## src/rtl/channel_router_if.sv

```systemverilog
// Bus bundle for channel_router: load/select/mode controls in, channel and readback outputs back.
// The clr control exists only when CHANNEL_CLEAR_EN is defined.
interface channel_router_if #(
    parameter int unsigned WIDTH    = 8,
    parameter int unsigned CHANNELS = 4,
    parameter int unsigned SEL_W    = 2
);
    logic [WIDTH-1:0]          data_in;
    logic [SEL_W-1:0]          sel;
    logic                      load;
    logic                      mode;
`ifdef CHANNEL_CLEAR_EN
    logic                      clr;
`endif
    logic [CHANNELS*WIDTH-1:0] ch_out;
    logic [WIDTH-1:0]          mux_out;
    logic [SEL_W-1:0]          cur_sel;
    logic                      scan_wrap;

    modport master (
`ifdef CHANNEL_CLEAR_EN
        output clr,
`endif
        output data_in, sel, load, mode,
        input  ch_out, mux_out, cur_sel, scan_wrap
    );

    modport slave (
`ifdef CHANNEL_CLEAR_EN
        input  clr,
`endif
        input  data_in, sel, load, mode,
        output ch_out, mux_out, cur_sel, scan_wrap
    );
endinterface

```

## src/rtl/channel_router.sv

```systemverilog
// Registered demux into CHANNELS holding registers with a manual/scan readback mux.
// Optional feature: define CHANNEL_CLEAR_EN to add the clr input that zeroes all channels.
module channel_router #(
    parameter int unsigned WIDTH    = 8,
    parameter int unsigned CHANNELS = 4,
    parameter int unsigned SEL_W    = 2,
    parameter int unsigned SCAN_DIV = 4
) (
    input  logic             clk,
    input  logic             reset,
    channel_router_if.slave  bus
);
    localparam int unsigned        PW    = (SCAN_DIV > 1) ? $clog2(SCAN_DIV) : 1;
    localparam logic [PW-1:0]      PLAST = PW'(SCAN_DIV - 1);
    localparam logic [SEL_W-1:0]   LAST  = SEL_W'(CHANNELS - 1);
    localparam logic [SEL_W:0]     NCH   = (SEL_W + 1)'(CHANNELS);

    typedef enum logic {
        MANUAL,
        SCAN
    } state_t;

    state_t            state_q, state_d;
    logic [PW-1:0]     presc_q, presc_d;
    logic [SEL_W-1:0]  cur_sel_q, cur_sel_d;
    logic              wrap_q, wrap_d;
    logic [WIDTH-1:0]  mux_q, mux_d;
    logic [WIDTH-1:0]  ch_q [CHANNELS];
    logic              sel_ok;

    assign sel_ok = ({1'b0, bus.sel} < NCH);

    always_ff @(posedge clk) begin
        if (reset) begin
            state_q   <= MANUAL;
            presc_q   <= '0;
            cur_sel_q <= '0;
            wrap_q    <= 1'b0;
            mux_q     <= '0;
        end else begin
            state_q   <= state_d;
            presc_q   <= presc_d;
            cur_sel_q <= cur_sel_d;
            wrap_q    <= wrap_d;
            mux_q     <= mux_d;
        end
    end

    // Channel storage; clr (when built in) beats a simultaneous load.
    always_ff @(posedge clk) begin
        if (reset) begin
            for (int unsigned k = 0; k < CHANNELS; k++) ch_q[k] <= '0;
`ifdef CHANNEL_CLEAR_EN
        end else if (bus.clr) begin
            for (int unsigned k = 0; k < CHANNELS; k++) ch_q[k] <= '0;
`endif
        end else if (bus.load && sel_ok) begin
            ch_q[bus.sel] <= bus.data_in;
        end
    end

    // Mode-change edges only switch state and clear the prescaler; the pointer holds there.
    always_comb begin
        state_d   = state_q;
        presc_d   = presc_q;
        cur_sel_d = cur_sel_q;
        wrap_d    = 1'b0;
        case (state_q)
            MANUAL: begin
                if (bus.mode) begin
                    state_d = SCAN;
                    presc_d = '0;
                end else if (sel_ok) begin
                    cur_sel_d = bus.sel;
                end
            end
            SCAN: begin
                if (!bus.mode) begin
                    state_d = MANUAL;
                    presc_d = '0;
                end else if (presc_q == PLAST) begin
                    presc_d = '0;
                    if (cur_sel_q == LAST) begin
                        cur_sel_d = '0;
                        wrap_d    = 1'b1;
                    end else begin
                        cur_sel_d = cur_sel_q + 1'b1;
                    end
                end else begin
                    presc_d = presc_q + 1'b1;
                end
            end
            default: state_d = MANUAL;
        endcase

        // Reads the pre-edge channel contents, so a same-edge load shows up a cycle later.
        mux_d = '0;
        if ({1'b0, cur_sel_d} < NCH) mux_d = ch_q[cur_sel_d];
    end

    for (genvar k = 0; k < CHANNELS; k++) begin : g_ch_out
        assign bus.ch_out[k*WIDTH +: WIDTH] = ch_q[k];
    end

    assign bus.mux_out   = mux_q;
    assign bus.cur_sel   = cur_sel_q;
    assign bus.scan_wrap = wrap_q;
endmodule

```

## src/flat_wrapper.sv

```systemverilog
// flat-port wrapper written by rule: the top's interface ports become plain ports
module channel_router_flat 
#(
    parameter int unsigned WIDTH    = 8,
    parameter int unsigned CHANNELS = 4,
    parameter int unsigned SEL_W    = 2,
    parameter int unsigned SCAN_DIV = 4
)
  (clk, reset, bus_data_in, bus_sel, bus_load, bus_mode, bus_ch_out, bus_mux_out, bus_cur_sel, bus_scan_wrap);
  channel_router_if #(.WIDTH(WIDTH), .CHANNELS(CHANNELS), .SEL_W(SEL_W)) bus_i ();
  input  logic clk;
  input  logic reset;
  input wire logic [$bits(bus_i.data_in)-1:0] bus_data_in;
  input wire logic [$bits(bus_i.sel)-1:0] bus_sel;
  input wire logic [$bits(bus_i.load)-1:0] bus_load;
  input wire logic [$bits(bus_i.mode)-1:0] bus_mode;
  output wire logic [$bits(bus_i.ch_out)-1:0] bus_ch_out;
  output wire logic [$bits(bus_i.mux_out)-1:0] bus_mux_out;
  output wire logic [$bits(bus_i.cur_sel)-1:0] bus_cur_sel;
  output wire logic [$bits(bus_i.scan_wrap)-1:0] bus_scan_wrap;
  assign bus_i.data_in = bus_data_in;
  assign bus_i.sel = bus_sel;
  assign bus_i.load = bus_load;
  assign bus_i.mode = bus_mode;
  assign bus_ch_out = bus_i.ch_out;
  assign bus_mux_out = bus_i.mux_out;
  assign bus_cur_sel = bus_i.cur_sel;
  assign bus_scan_wrap = bus_i.scan_wrap;
  channel_router #(.WIDTH(WIDTH), .CHANNELS(CHANNELS), .SEL_W(SEL_W), .SCAN_DIV(SCAN_DIV)) u_core (.clk(clk), .reset(reset), .bus(bus_i));
endmodule
```

## config.mk

```make
export PLATFORM = sky130hd
export DESIGN_NAME = channel_router_flat
export DESIGN_NICKNAME = d
export VERILOG_FILES = /design/src/rtl/channel_router_if.sv /design/src/rtl/channel_router.sv /design/src/flat_wrapper.sv
export SDC_FILE = /design/constraint.sdc
export NUM_CORES = 1
export LEC_CHECK = 0
export CAP_MARGIN = 10
export CORE_MARGIN = 2
export CORE_UTILIZATION = 50
export DETAILED_ROUTE_END_ITERATION = 12
export HOLD_SLACK_MARGIN = 0.06
export MAX_ROUTING_LAYER = met4
export PLACE_DENSITY = 0.78
export SETUP_SLACK_MARGIN = 0.02
export SYNTH_ARGS = -nofsm -noshare
export SYNTH_HDL_FRONTEND = slang
export SYNTH_SLANG_ARGS = --single-unit
```

## constraint.sdc

```tcl
create_clock -name clk -period 3.55 [get_ports clk]
set_clock_uncertainty 0.1 [all_clocks]
set_input_delay 0.355 -clock clk [delete_from_list [all_inputs] [get_ports clk]]
set_output_delay 0.355 -clock clk [all_outputs]
set_load 0.05 [all_outputs]
```

==> flow_results.org <==
** Global route
- Sum of overflow across all layers after global routing :: 0
- In the global route stage, overall resource usage came out at 0.245.
- The via count of the first global-routing pass came to 1777.
- Largest net degree at the start of global routing :: 41
- The initial antenna violation count was 0.
- First-pass GRT wire length :: 9730 microns

** Min path
- Endpoint of the worst hold path :: u_core.presc_q[1]
- Tightest Hold Check Type :: flop to flop
- Min-Delay Path Depth :: 2
- Min-Delay Startpoint :: u_core.presc_q[1]

** Logic synthesis
- The average instance in the mapped netlist occupies about 11 sq um.
- Number of nets produced by synthesis :: around 260
- Counting every instance in the synthesized netlist gives between 200 and 250.
- Summing every instance area after synthesis gives 2560 sq um.
- Cell type with the highest aggregate area in the netlist :: sky130_fd_sc_hd__edfxtp_1
- In the synthesized netlist the async set-or-reset flop fraction comes to 0.
- Area share of the largest cell type after synthesis :: 0.376
- For this run, the register share of the synthesized area comes to 0.485.
- Synthesized flop and latch total :: 46
- Count of yosys warnings during synthesis :: 0
- By area the synthesized netlist is led by sky130_fd_sc_hd__edfxtp_1 38%, sky130_fd_sc_hd__dfxtp_1 11%, sky130_fd_sc_hd__and2_1 7.8%, sky130_fd_sc_hd__mux2i_1 6.7%, sky130_fd_sc_hd__nor2b_1 6.1%.
- Cell types with the highest counts after synthesis :: 32 x sky130_fd_sc_hd__and2_1, 32 x sky130_fd_sc_hd__edfxtp_1, 25 x sky130_fd_sc_hd__nor2b_1
- Yosys mapped a number of flops with a built-in enable equal to 32.
- Yosys mapped the design onto 37 distinct sky130hd cell types.
- Primary FF master, synth :: sky130_fd_sc_hd__edfxtp_1

** Final layout
- In the final design database the tool counted 304 nets.
- Ratio of cells with drive above 1 in the final layout :: 0.0727
- Filler instances :: ~430
- Compared with the post-synthesis result, the final layout area differs by 26.5%.
- 0 antenna diodes ended up in the layout.
- Filler-free cell count of the finished design :: 359

** CTS
- TritonCTS built the clock tree.
- Buffers inserted during clock tree synthesis total 5.
- The later pin in the worst-skew pair is clocked with a latency of 300 ps.
- Cell chosen for the clock root :: sky130_fd_sc_hd__clkbuf_8
- Number of resized instances in the post-cts repair step :: 0
- For this design, the CTS-stage hold fixing added 0 buffers.
- After clock tree synthesis, the clock-pin slew on the worst setup and hold paths is about 90 ps.
- Maximum buffer depth of the clock tree :: 2
- In this run the number of H-tree levels came out at 2.
- Clock Sinks :: 46
- Once the clock tree was built, the setup fixing pass inserted 0 buffers.

** Outcome
- Result of the run :: completed

** Timing
- The count of endpoints failing hold in the final timing report was 0.
- Setup repair after global routing left no endpoint under its margin.
- Hold Slack :: 366 ps
- Setup total negative slack on the finished layout was measured at 0 ps.
- Number of pins exceeding their max-slew limit in the final report :: 0
- The clock period could shrink to 2310 ps.
- Headroom to the max-slew limit came out at 0.412.
- In the finished design, the share of the clock period the worst path needs comes to 0.650.
- Number of endpoints failing setup at the final stage :: 0
- Timing would allow up to 0.434 GHz.
- At the pin with the least slew margin, the transition time is 880 ps.

** Critical path
- Critical-path top delay cell :: sky130_fd_sc_hd__clkdlybuf4s50_1
- Reg2reg start :: u_core.bus.cur_sel[0]
- For the worst setup path, the data required time is 3450 ps.
- The critical path is of the input pin to flop type.
- In this run the register-to-register setup slack is approximately 1400 ps.
- The critical path goes through clkdlybuf4s50_1 > inv_2 > nand2_1 > nor3_1 > or2_2.
- Reg2Reg Capture Point :: u_core.bus.mux_out[6]
- Worst reg-to-reg path cell count :: 5
- STA classifies the critical path endpoint as a flop.
- Data on the critical path arrives at its endpoint at 2210 ps.
- The worst setup path is launched from an input pin.
- Crit path max fanout :: 10
- In this design, the stage delay of the slowest critical-path cell is ~620 ps.

** Route
- The routed layout has 2002 vias.
- Total iterations of the first detailed-routing run :: 4
- Total wire length :: between 6000 and 7000 microns
- Number of design-rule violations left by the first detailed-router iteration :: 172
- Vias per cell :: 5.58
- Routed wire length per instance :: 17.6 microns
- DRC :: 0
- Remaining antenna violation count :: 0

** Power
- Power comes to 1.43 mW.
- VDD sags by at most 0.352 mV.
- Leakage power :: 1.21 nW
- In this run the power density over the cells is approximately 440 nW/um^2.

** Place
- Placed Instances :: between 300 and 400
- The congestion estimate from routability-driven global placement came to about 0.80.
- Input and output buffers added on the ports amount to 56.
- Detail Placement HPWL :: 4570 microns

** Floorplan
- The initial utilization of the core area, before any placement, comes to 0.510.
- Horizontal extent of the die :: 75.5 microns
- Core area :: 5010 sq um
- The die covers roughly 5700 sq um.
- Die height :: 75.5 microns
- For this design the top-level I/O count stands at 57.
- Number of rows created at floorplan :: 26

** Job
- Across the run, the number of max-cap violations was 0.
==> worst max path at each step <==
stage                          startpoint                     to  slack, ps  cells after the start
finish                              reset      u_core.ch_q[0][0]       1240                      5
global route                        reset      u_core.ch_q[0][0]       1120                      5
CTS                                 reset      u_core.ch_q[0][3]       1300                      5
detailed placement                  reset      u_core.ch_q[0][4]        980                      5
global placement                    reset      u_core.ch_q[0][4]       1020                      5
floorplan           u_core.bus.cur_sel[0]  u_core.bus.mux_out[0]       1410                      7
==> kinds of logic after synthesis <==
logic type / share of synthesized area
AOI/OAI and AO/OA: 0.0944
adders and majority gates: 0.00978
buffers and inverters: 0.0396
DFF: 0.485
muxes: 0.0797
and+or+nand+nor: 0.291
==> final cells by class <==
class	instances	area, sq um	area share
Sequential cell	46	1240	0.384
Multi-Input combinational cell	174	1210	0.375
Timing Repair Buffer	58	571	0.176
Tap cell	70	87.6	0.0271
Clock buffer	6	72.6	0.0224
Clock inverter	2	37.5	0.0116
Inverter	3	11.3	0.00348
==> metrics by stage <==
stage / area (sq um) / utilization / worst slack [ps]
floorplan: 2560 / - / 1410
global placement: 3130 / 0.624 / 1020
detailed placement: 3130 / 0.624 / 982
CTS: 3240 / 0.646 / 1300
global route: 3240 / 0.646 / 1120
finish: 3240 / 0.646 / 1240
==> metal layers <==
| layer | part of all wire | vias up | GRT usage |
|---|---|---|---|
| met5 | 0 | - | - |
| met2 | 0.48 | 68 | 0.363 |
| met3 | 0.048 | 11 | 0.0529 |
| met4 | 0.022 | 0 | 0.0799 |
| met1 | 0.45 | 951 | 0.336 |
| li1 | - | 972 | - |
==> cells in the final DEF, fill, tap and decap left out, types with 2 or more instances in the layout <==
| master | n |
|---|---|
| sky130_fd_sc_hd__clkdlybuf4s50_1 | 55 |
| sky130_fd_sc_hd__and2_1 | 32 |
| sky130_fd_sc_hd__edfxtp_1 | 32 |
| sky130_fd_sc_hd__nor2b_1 | 25 |
| sky130_fd_sc_hd__mux2i_1 | 17 |
| sky130_fd_sc_hd__o211ai_1 | 16 |
| sky130_fd_sc_hd__nand4_1 | 16 |
| sky130_fd_sc_hd__and3_1 | 16 |
| sky130_fd_sc_hd__dfxtp_1 | 14 |
| sky130_fd_sc_hd__and2b_1 | 8 |
| sky130_fd_sc_hd__nand2_1 | 7 |
| sky130_fd_sc_hd__o22ai_1 | 7 |
| sky130_fd_sc_hd__nor2_1 | 5 |
| sky130_fd_sc_hd__clkbuf_8 | 5 |
| sky130_fd_sc_hd__nor3_1 | 3 |
| sky130_fd_sc_hd__nand3_1 | 2 |
| sky130_fd_sc_hd__nor3b_1 | 2 |
| sky130_fd_sc_hd__or2_2 | 2 |
| sky130_fd_sc_hd__inv_1 | 2 |
| sky130_fd_sc_hd__a21oi_1 | 2 |
| sky130_fd_sc_hd__ha_1 | 2 |
| sky130_fd_sc_hd__buf_4 | 2 |
==> state kept, by name (all words and copies together) (netlist names) <==
| name | count |
|---|---|
| u_core.ch_q | 32 |
| u_core.bus.mux_out | 8 |
| u_core.bus.cur_sel | 2 |
| u_core.presc_q | 2 |
| u_core.bus.scan_wrap | 1 |
| u_core.state_q | 1 |
==> where the power goes <==
part	internal [mW]	switching (mW)
Combinational	0.142	0.242
Clock	0.210	0.183
Sequential	0.618	0.0390
==> critical path: cells and delay by family <==
family | cells | cell delay (ps)
buf+inv | 2 | 790
simple gates | 3 | 1070
(Power assumes the default switching activity.)
